--- config.mk ---
export PLATFORM = sky130hd
export DESIGN_NAME = branch_redirect_unit_flat
export DESIGN_NICKNAME = d
export VERILOG_FILES = /design/src/rtl/riscv_pkg.sv /design/src/rtl/branch_redirect_unit_if.sv /design/src/rtl/branch_stats_counter.sv /design/src/rtl/branch_redirect_unit.sv /design/src/flat_wrapper.sv
export SDC_FILE = /design/constraint.sdc
export NUM_CORES = 1
export LEC_CHECK = 0
export ABC_CLOCK_PERIOD_IN_PS = 5230
export CAP_MARGIN = 20
export CORE_ASPECT_RATIO = 1.4
export CORE_MARGIN = 3
export CORE_UTILIZATION = 50
export DETAILED_ROUTE_END_ITERATION = 8
export PLACE_DENSITY = 0.88
export SYNTH_ARGS = -nofsm -noshare
export SYNTH_HDL_FRONTEND = slang
export SYNTH_SLANG_ARGS = --single-unit
--- constraint.sdc ---
create_clock -name clk -period 5.23 [get_ports clk]
set_input_delay 0.523 -clock clk [delete_from_list [all_inputs] [get_ports clk]]
set_output_delay 0.523 -clock clk [all_outputs]
set_load 0.01 [all_outputs]
--- src/rtl/riscv_pkg.sv ---
// Shared types and constants for the fetch-side branch redirect controller.
package riscv_pkg;

   typedef enum logic [0:0] {
      RUN       = 1'b0,
      TRAP_WAIT = 1'b1
   } brs_state_e;

   localparam int unsigned INSN_BYTES      = 4;
   localparam logic [63:0] DEF_RESET_PC    = 64'h0;
   localparam logic [63:0] DEF_TRAP_VECTOR = 64'h100;

   // No compressed instructions, so any nonzero low bits make a bad target.
   function automatic logic is_misaligned(input logic [1:0] lsb);
      return lsb != 2'b00;
   endfunction

endpackage

--- src/rtl/branch_redirect_unit_if.sv ---
// Fetch/redirect bundle between the branch redirect unit and the pipeline.
interface branch_redirect_unit_if;

   logic        stall;
   logic        branch_ex;
   logic        addermuxselect;
   logic [63:0] branch_target;
   logic        trap_ack;
   logic [63:0] pc_out;
   logic        fetch_en;
   logic        flush_ifid;
   logic        flush_idex;
   logic        trap_req;
   logic [63:0] trap_cause_pc;

   modport master (
      input  stall, branch_ex, addermuxselect, branch_target, trap_ack,
      output pc_out, fetch_en, flush_ifid, flush_idex, trap_req, trap_cause_pc
   );

   modport slave (
      output stall, branch_ex, addermuxselect, branch_target, trap_ack,
      input  pc_out, fetch_en, flush_ifid, flush_idex, trap_req, trap_cause_pc
   );

endinterface

--- src/rtl/branch_stats_counter.sv ---
// Saturating 32-bit event counter used for branch statistics.
module branch_stats_counter (
   input  logic        clk,
   input  logic        reset,
   input  logic        inc,
   output logic [31:0] count
);

   logic [31:0] count_q;
   logic [31:0] count_d;

   always_comb begin
      count_d = count_q;
      if (inc && (count_q != 32'hFFFF_FFFF)) begin
         count_d = count_q + 32'd1;
      end
   end

   always_ff @(posedge clk or negedge reset) begin
      if (!reset) begin
         count_q <= 32'd0;
      end else begin
         count_q <= count_d;
      end
   end

   assign count = count_q;

endmodule

--- src/rtl/branch_redirect_unit.sv ---
// Fetch PC owner: branch redirects, wrong-path flushes and misaligned-target trap.
// Optional BRANCH_STATS_EN adds saturating branch/taken counters.
//
// state     | meaning
// RUN       | fetching; PC advances, holds on stall, or redirects on taken branch
// TRAP_WAIT | misaligned target trapped; fetch off, PC parked at TRAP_VECTOR
module branch_redirect_unit
   import riscv_pkg::*;
#(
   parameter logic [63:0] RESET_PC    = DEF_RESET_PC,
   parameter logic [63:0] TRAP_VECTOR = DEF_TRAP_VECTOR
) (
   input  logic                    clk,
   input  logic                    reset,
   branch_redirect_unit_if.master  bus
`ifdef BRANCH_STATS_EN
   ,
   output logic [31:0]             branch_count,
   output logic [31:0]             taken_count
`endif
);

   brs_state_e  state_q, state_d;
   logic [63:0] pc_q, pc_d;
   logic [63:0] cause_q, cause_d;
   logic        taken;
   logic        flush;
   logic        fetch_en;
   logic        trap_req;

   always_comb begin
      state_d  = state_q;
      pc_d     = pc_q;
      cause_d  = cause_q;
      taken    = 1'b0;
      flush    = 1'b0;
      fetch_en = 1'b0;
      trap_req = 1'b0;
      case (state_q)
         RUN: begin
            // addermuxselect is stale outside branches, so always qualify it.
            taken    = bus.branch_ex & bus.addermuxselect;
            fetch_en = 1'b1;
            flush    = taken;
            if (taken && is_misaligned(bus.branch_target[1:0])) begin
               pc_d    = TRAP_VECTOR;
               cause_d = bus.branch_target;
               state_d = TRAP_WAIT;
            end else if (taken) begin
               pc_d = bus.branch_target;
            end else if (!bus.stall) begin
               pc_d = pc_q + 64'(INSN_BYTES);
            end
         end
         TRAP_WAIT: begin
            trap_req = 1'b1;
            flush    = 1'b1;
            pc_d     = TRAP_VECTOR;
            if (bus.trap_ack) begin
               state_d = RUN;
            end
         end
         default: begin
            state_d = RUN;
         end
      endcase
   end

   always_ff @(posedge clk or negedge reset) begin
      if (!reset) begin
         state_q <= RUN;
         pc_q    <= RESET_PC;
         cause_q <= 64'd0;
      end else begin
         state_q <= state_d;
         pc_q    <= pc_d;
         cause_q <= cause_d;
      end
   end

   assign bus.pc_out        = pc_q;
   assign bus.fetch_en      = fetch_en;
   assign bus.flush_ifid    = flush;
   assign bus.flush_idex    = flush;
   assign bus.trap_req      = trap_req;
   assign bus.trap_cause_pc = cause_q;

`ifdef BRANCH_STATS_EN
   logic branch_inc;

   assign branch_inc = (state_q == RUN) & bus.branch_ex;

   branch_stats_counter u_branch_cnt (
      .clk   (clk),
      .reset (reset),
      .inc   (branch_inc),
      .count (branch_count)
   );

   branch_stats_counter u_taken_cnt (
      .clk   (clk),
      .reset (reset),
      .inc   (taken),
      .count (taken_count)
   );
`endif

endmodule

--- src/flat_wrapper.sv ---
// flat-port wrapper written by rule: the top's interface ports become plain ports
module branch_redirect_unit_flat import riscv_pkg::*;
#(
   parameter logic [63:0] RESET_PC    = DEF_RESET_PC,
   parameter logic [63:0] TRAP_VECTOR = DEF_TRAP_VECTOR
)
  (clk, reset, bus_stall, bus_branch_ex, bus_addermuxselect, bus_branch_target, bus_trap_ack, bus_pc_out, bus_fetch_en, bus_flush_ifid, bus_flush_idex, bus_trap_req, bus_trap_cause_pc);
  branch_redirect_unit_if bus_i ();
  input  logic clk;
  input  logic reset;
  input wire logic [$bits(bus_i.stall)-1:0] bus_stall;
  input wire logic [$bits(bus_i.branch_ex)-1:0] bus_branch_ex;
  input wire logic [$bits(bus_i.addermuxselect)-1:0] bus_addermuxselect;
  input wire logic [$bits(bus_i.branch_target)-1:0] bus_branch_target;
  input wire logic [$bits(bus_i.trap_ack)-1:0] bus_trap_ack;
  output wire logic [$bits(bus_i.pc_out)-1:0] bus_pc_out;
  output wire logic [$bits(bus_i.fetch_en)-1:0] bus_fetch_en;
  output wire logic [$bits(bus_i.flush_ifid)-1:0] bus_flush_ifid;
  output wire logic [$bits(bus_i.flush_idex)-1:0] bus_flush_idex;
  output wire logic [$bits(bus_i.trap_req)-1:0] bus_trap_req;
  output wire logic [$bits(bus_i.trap_cause_pc)-1:0] bus_trap_cause_pc;
  assign bus_i.stall = bus_stall;
  assign bus_i.branch_ex = bus_branch_ex;
  assign bus_i.addermuxselect = bus_addermuxselect;
  assign bus_i.branch_target = bus_branch_target;
  assign bus_i.trap_ack = bus_trap_ack;
  assign bus_pc_out = bus_i.pc_out;
  assign bus_fetch_en = bus_i.fetch_en;
  assign bus_flush_ifid = bus_i.flush_ifid;
  assign bus_flush_idex = bus_i.flush_idex;
  assign bus_trap_req = bus_i.trap_req;
  assign bus_trap_cause_pc = bus_i.trap_cause_pc;
  branch_redirect_unit #(.RESET_PC(RESET_PC), .TRAP_VECTOR(TRAP_VECTOR)) u_core (.clk(clk), .reset(reset), .bus(bus_i));
endmodule
== Yosys cells after proc, flatten, opt, wreduce, memory -nomap -nowiden ==
Index checks and enable logic that the tools add are counted.
W data, S select, Z words.

* Bits in registers: 129
* Input port bits: 70
* Word-level logic and storage cells: 20

* $add $sub $neg: 1
* Eq/ne operators: 1
* Multiplexer cells: 10
* Bitwise gates (word level): 2
* Reduce and logical (&&, ||, !) cells: 3

{| class="wikitable"
|+ Operator list
! kind !! count
|-
| $mux W64 || 3
|-
| $pmux W64 S2 || 1
|-
| $add A64 B3 Y64 const B || 1
|-
| $mux W1 || 4
|-
| $ne A4 B2 Y1 const B || 1
|-
| $pmux W1 S2 || 2
|-
| $reduce_and A2 Y1 || 1
|-
| $reduce_bool A2 Y1 || 1
|-
| $and A1 B1 Y1 || 1
|-
| $logic_and A1 B1 Y1 || 1
|-
| $not A1 Y1 || 1
|}

== Logic depth before layout (Yosys ltp) ==
* Depth after elaboration: 5
* Gate-level depth with buffers: 8
* Mapped depth without buffers: 7

== Least setup slack after synthesis ==
OpenSTA, ideal clock, no wires.

* Path kind: input to output
* Start point: in bus_branch_ex
* End point: out bus_flush_ifid
* Data arrival time: 1.905 ns
* Data required time: 4.707 ns
* Path slack: 2.802 ns
* Stages on the path: 7
* Path buffers: 4
* Cells stage by stage: and2_1 > clkbuf_1 > nor2_1 > inv_1 > clkbuf_1 > clkbuf_1 > buf_4

* Word-level cells in the longest chain between the ends: 2

{| class="wikitable"
|+ Ends and longest elaborated chain
! item !! line !! RTL
|-
| start: declaration || flat_wrapper.sv:12 || <nowiki>input wire logic [$bits(bus_i.branch_ex)-1:0] bus_branch_ex;</nowiki>
|-
| $and A1 B1 Y1 || branch_redirect_unit.sv:42 || <nowiki>taken = bus.branch_ex & bus.addermuxselect;</nowiki>
|-
| $pmux W1 S2 || branch_redirect_unit.sv:39 || <nowiki>case (state_q)</nowiki>
|-
| end: declaration || flat_wrapper.sv:18 || <nowiki>output wire logic [$bits(bus_i.flush_ifid)-1:0] bus_flush_ifid;</nowiki>
|}

Every way passes these cells.

== Worst setup path in the final report ==
* Start point: in bus_addermuxselect
* End point: out bus_flush_idex

* Word-level cells in the longest chain between the ends: 2

{| class="wikitable"
|+ Ends and longest elaborated chain
! item !! line !! RTL
|-
| start: declaration || flat_wrapper.sv:13 || <nowiki>input wire logic [$bits(bus_i.addermuxselect)-1:0] bus_addermuxselect;</nowiki>
|-
| $and A1 B1 Y1 || branch_redirect_unit.sv:42 ||
|-
| $pmux W1 S2 || branch_redirect_unit.sv:39 ||
|-
| end: declaration || flat_wrapper.sv:19 || <nowiki>output wire logic [$bits(bus_i.flush_idex)-1:0] bus_flush_idex;</nowiki>
|}

Every way passes these cells.

==> impl_metrics.csv <==
group,metric,value,unit
synthesis,synth_top_family_by_area,"simple AND/OR/NAND/NOR gates",
floorplan,die_y,139,um
detailed_routing,drc_errors,0,
synthesis,synth_compound_area_share,9.98,%
global_routing,grt_max_degree,66,
place,place_hpwl,14400,um
synthesis,ys_warn_count,0,
sta,fin_crit_sh,58.8,%
worst_setup_path,arrival,2550,ps
cts,htreeDepth,4,
synthesis,ys_ff_latch,129,
sta,setup_viol,0,
cts,path_clk_slew,60,ps
synthesis,synth_nets,680,
floorplan,rows,48,
final_layout,mostFrequentLayoutCells,"clkdlybuf4s50_1 (199), dfrtp_1 (129), nand2_1 (82)",
cts,hold_buffers,0,
cts,post_cts_resized,0,
worst_setup_path,crit_type,"input port to output port",
pwr,ir_drop,0.281,mV
sta,relSlewSlack,31.9,%
worst_setup_path,cp_max_fo,37,
cts,cts_root_buffer,"clkbuf_16",
sta,hold_violations,0,
floorplan,die_area,14100,sq um
cts,cts_setup_buffers,0,
worst_setup_path,critPathLaunchType,"input port",
worst_hold_path,hp-class,"input port to async pin",
floorplan,die_x,101,um
synthesis,synthMuxAreaShare,11.5,%
sta,fin_crit,3080,ps
worst_setup_path,end_kind,"output port",
sta,fmax,0.325,GHz
final_layout,fin_nets,875,
detailed_routing,num_vias,5891,
sta,tns,0,ps
detailed_routing,ant_nets,0,
pwr,power_density,357,nW/um^2
final_layout,fin_area,9040,sq um
global_routing,grt_pass1_wl,32100,um
global_routing,grt_pass1_vias,6189,
worst_setup_path,regToRegStartpoint,"u_core.bus.pc_out[2]",
synthesis,synth-async-reset-ratio,100,%
sta,slew_viol_final,0,
synthesis,yosys.area_share.simple,19.7,%
final_layout,antenna_cells,0,
detailed_routing,routedWlPerCell,20.6,um
outcome,status,"completed",
global_routing,grt_overflow,0,
detailed_routing,first_pass_iters,5,
floorplan,boundaryPins,202,
detailed_routing,finalWirelength,19900,um
worst_setup_path,cp.required,4710,ps
place,numPortBuffers,201,
synthesis,synth_cells,609,
sta,worstMarginPinSlew,1010,ps
detailed_routing,drt_iter0_markers,369,
cts,cts_max_path_buffers,2,
cts,cts_buffers,17,
synthesis,synth.avg_cell_area,10.4,sq um
place,placed_area,8470,sq um
cts,cts.sinks,129,
synthesis,synth_xor_area_share,5.12,%
worst_setup_path,reg2regPathDepth,6,
global_routing,track_usage,28.9,%
synthesis,ys_seq_area_share,51.0,%
run,drv_cap,0,
synthesis,synth_edf_count,0,
floorplan,coreArea,12400,sq um
sta,rsz0062_at_grt,"false",
worst_setup_path,startpoint,"bus_addermuxselect",
synthesis,synthesis.area,6330,sq um
final_layout,drive_gt1_share,14.3,%
detailed_routing,detail_route.vias_per_cell,6.09,
pwr,leakage,3.39,nW
cts,clock_latency,420,ps
synthesis,yosys.area_share.adder,0.198,%
final_layout,fill_cells,890,
synthesis,synthFlopType,"dfrtp_1",
synthesis,synth.distinct_cells,46,
place,gp_congestion,0.875,
final_layout,final_common_cell,"clkdlybuf4s50_1",
global_routing,antenna_found_initial,0,
final_layout,area_delta_synth_final,42.7,%
sta,finClkSkew,4.92,ps
cts,cts_tree,"yes",
floorplan,start_util,51.2,%
[sequential cells by signal, summed over array words and instances (netlist names)]
register                  count
u_core.bus.pc_out            64
u_core.bus.trap_cause_pc     64
u_core.state_q                1
[stage by stage]
step	utilization (%)	setup WS, ps	hold slack, ps	total power, W	instances
after floorplan	-	2800	227	0.00158	609
after global placement	68.4	2090	488	0.00205	935
after detailed placement	68.4	1930	495	0.00209	935
after CTS	73.1	2150	100	0.00325	967
after global routing	73.1	2000	114	0.00336	967
final	73.1	2150	80.1	0.00323	967
[report_power, final]
group	internal, W	switching, W
Combinational	0.000459	0.000317
Sequential	0.00116	0.000135
Clock	0.000723	0.000433
[synthesized netlist by cell type (3+ instances only)]
cell | instances | area share (%)
nor2_1 | 17 | 1.0
and4_1 | 6 | 0.83
and2_1 | 5 | 0.49
o21ai_0 | 46 | 3.6
a32oi_1 | 4 | 0.55
o211ai_1 | 14 | 1.7
mux2_2 | 64 | 11
nor3_2 | 3 | 0.47
o22ai_1 | 4 | 0.40
nand2_1 | 82 | 4.9
nand4_1 | 25 | 2.5
inv_1 | 7 | 0.41
buf_1 | 3 | 0.18
a21oi_1 | 13 | 1.0
xor2_1 | 13 | 1.8
xnor2_1 | 24 | 3.3
or4_1 | 5 | 0.59
or3_1 | 5 | 0.49
nor3_1 | 23 | 1.8
and3_1 | 9 | 0.89
nand3_1 | 24 | 1.9
o21ai_1 | 7 | 0.55
o311ai_0 | 5 | 0.69
nor4_1 | 19 | 1.9
dfrtp_1 | 129 | 51
clkbuf_1 | 27 | 1.6
[metal layers]
layer	GRT usage [%]	wire, um
met5	0	0
met4	13.8	810
met3	7.50	1760
met2	48.6	10300
met1	33.7	7070
[logic make-up (layout without fill, tap and decap cells)]
kind of cell / Yosys count / count (layout)
flip-flops: 129 / 129
AO/OA/AOI/OAI: 104 / 104
multiplexers: 65 / 65
adder cells (fa/ha/maj): 1 / 1
AND/OR/NAND/NOR: 234 / 234
buffers and inverters: 39 / 247
XOR/XNOR: 37 / 37
[path summary, 6_finish.rpt]
| check | endpoint | slack (ps) |
|---|---|---|
| worst max-delay path | bus_flush_idex | 2150 |
| worst min-delay path | u_core.bus.pc_out[5] | 80 |
| worst max register to register | u_core.bus.pc_out[51] | 2380 |
| worst min register to register | u_core.bus.trap_cause_pc[38] | 500 |
| max in group asynchronous | u_core.bus.trap_cause_pc[61] | 3910 |
| min in group clk | u_core.bus.trap_cause_pc[38] | 500 |
[worst max-delay path: stages]
cell and delay, ps:
clkdlybuf4s50_1 480, and2_1 120, buf_4 340, nor2_2 50, buf_4 240, inv_1 200
clkdlybuf4s50_1 580
[cell type report]
class / instances / area [sq um] / share of cell area, %
Sequential cell: 129 / 3230 / 35.7
Tap cell: 150 / 188 / 2.08
Clock buffer: 22 / 464 / 5.13
Timing Repair Buffer: 208 / 2060 / 22.8
Clock inverter: 10 / 110 / 1.22
Inverter: 7 / 26.3 / 0.291
Multi-Input combinational cell: 441 / 2960 / 32.8
Power figures use the tool's default switching activity.
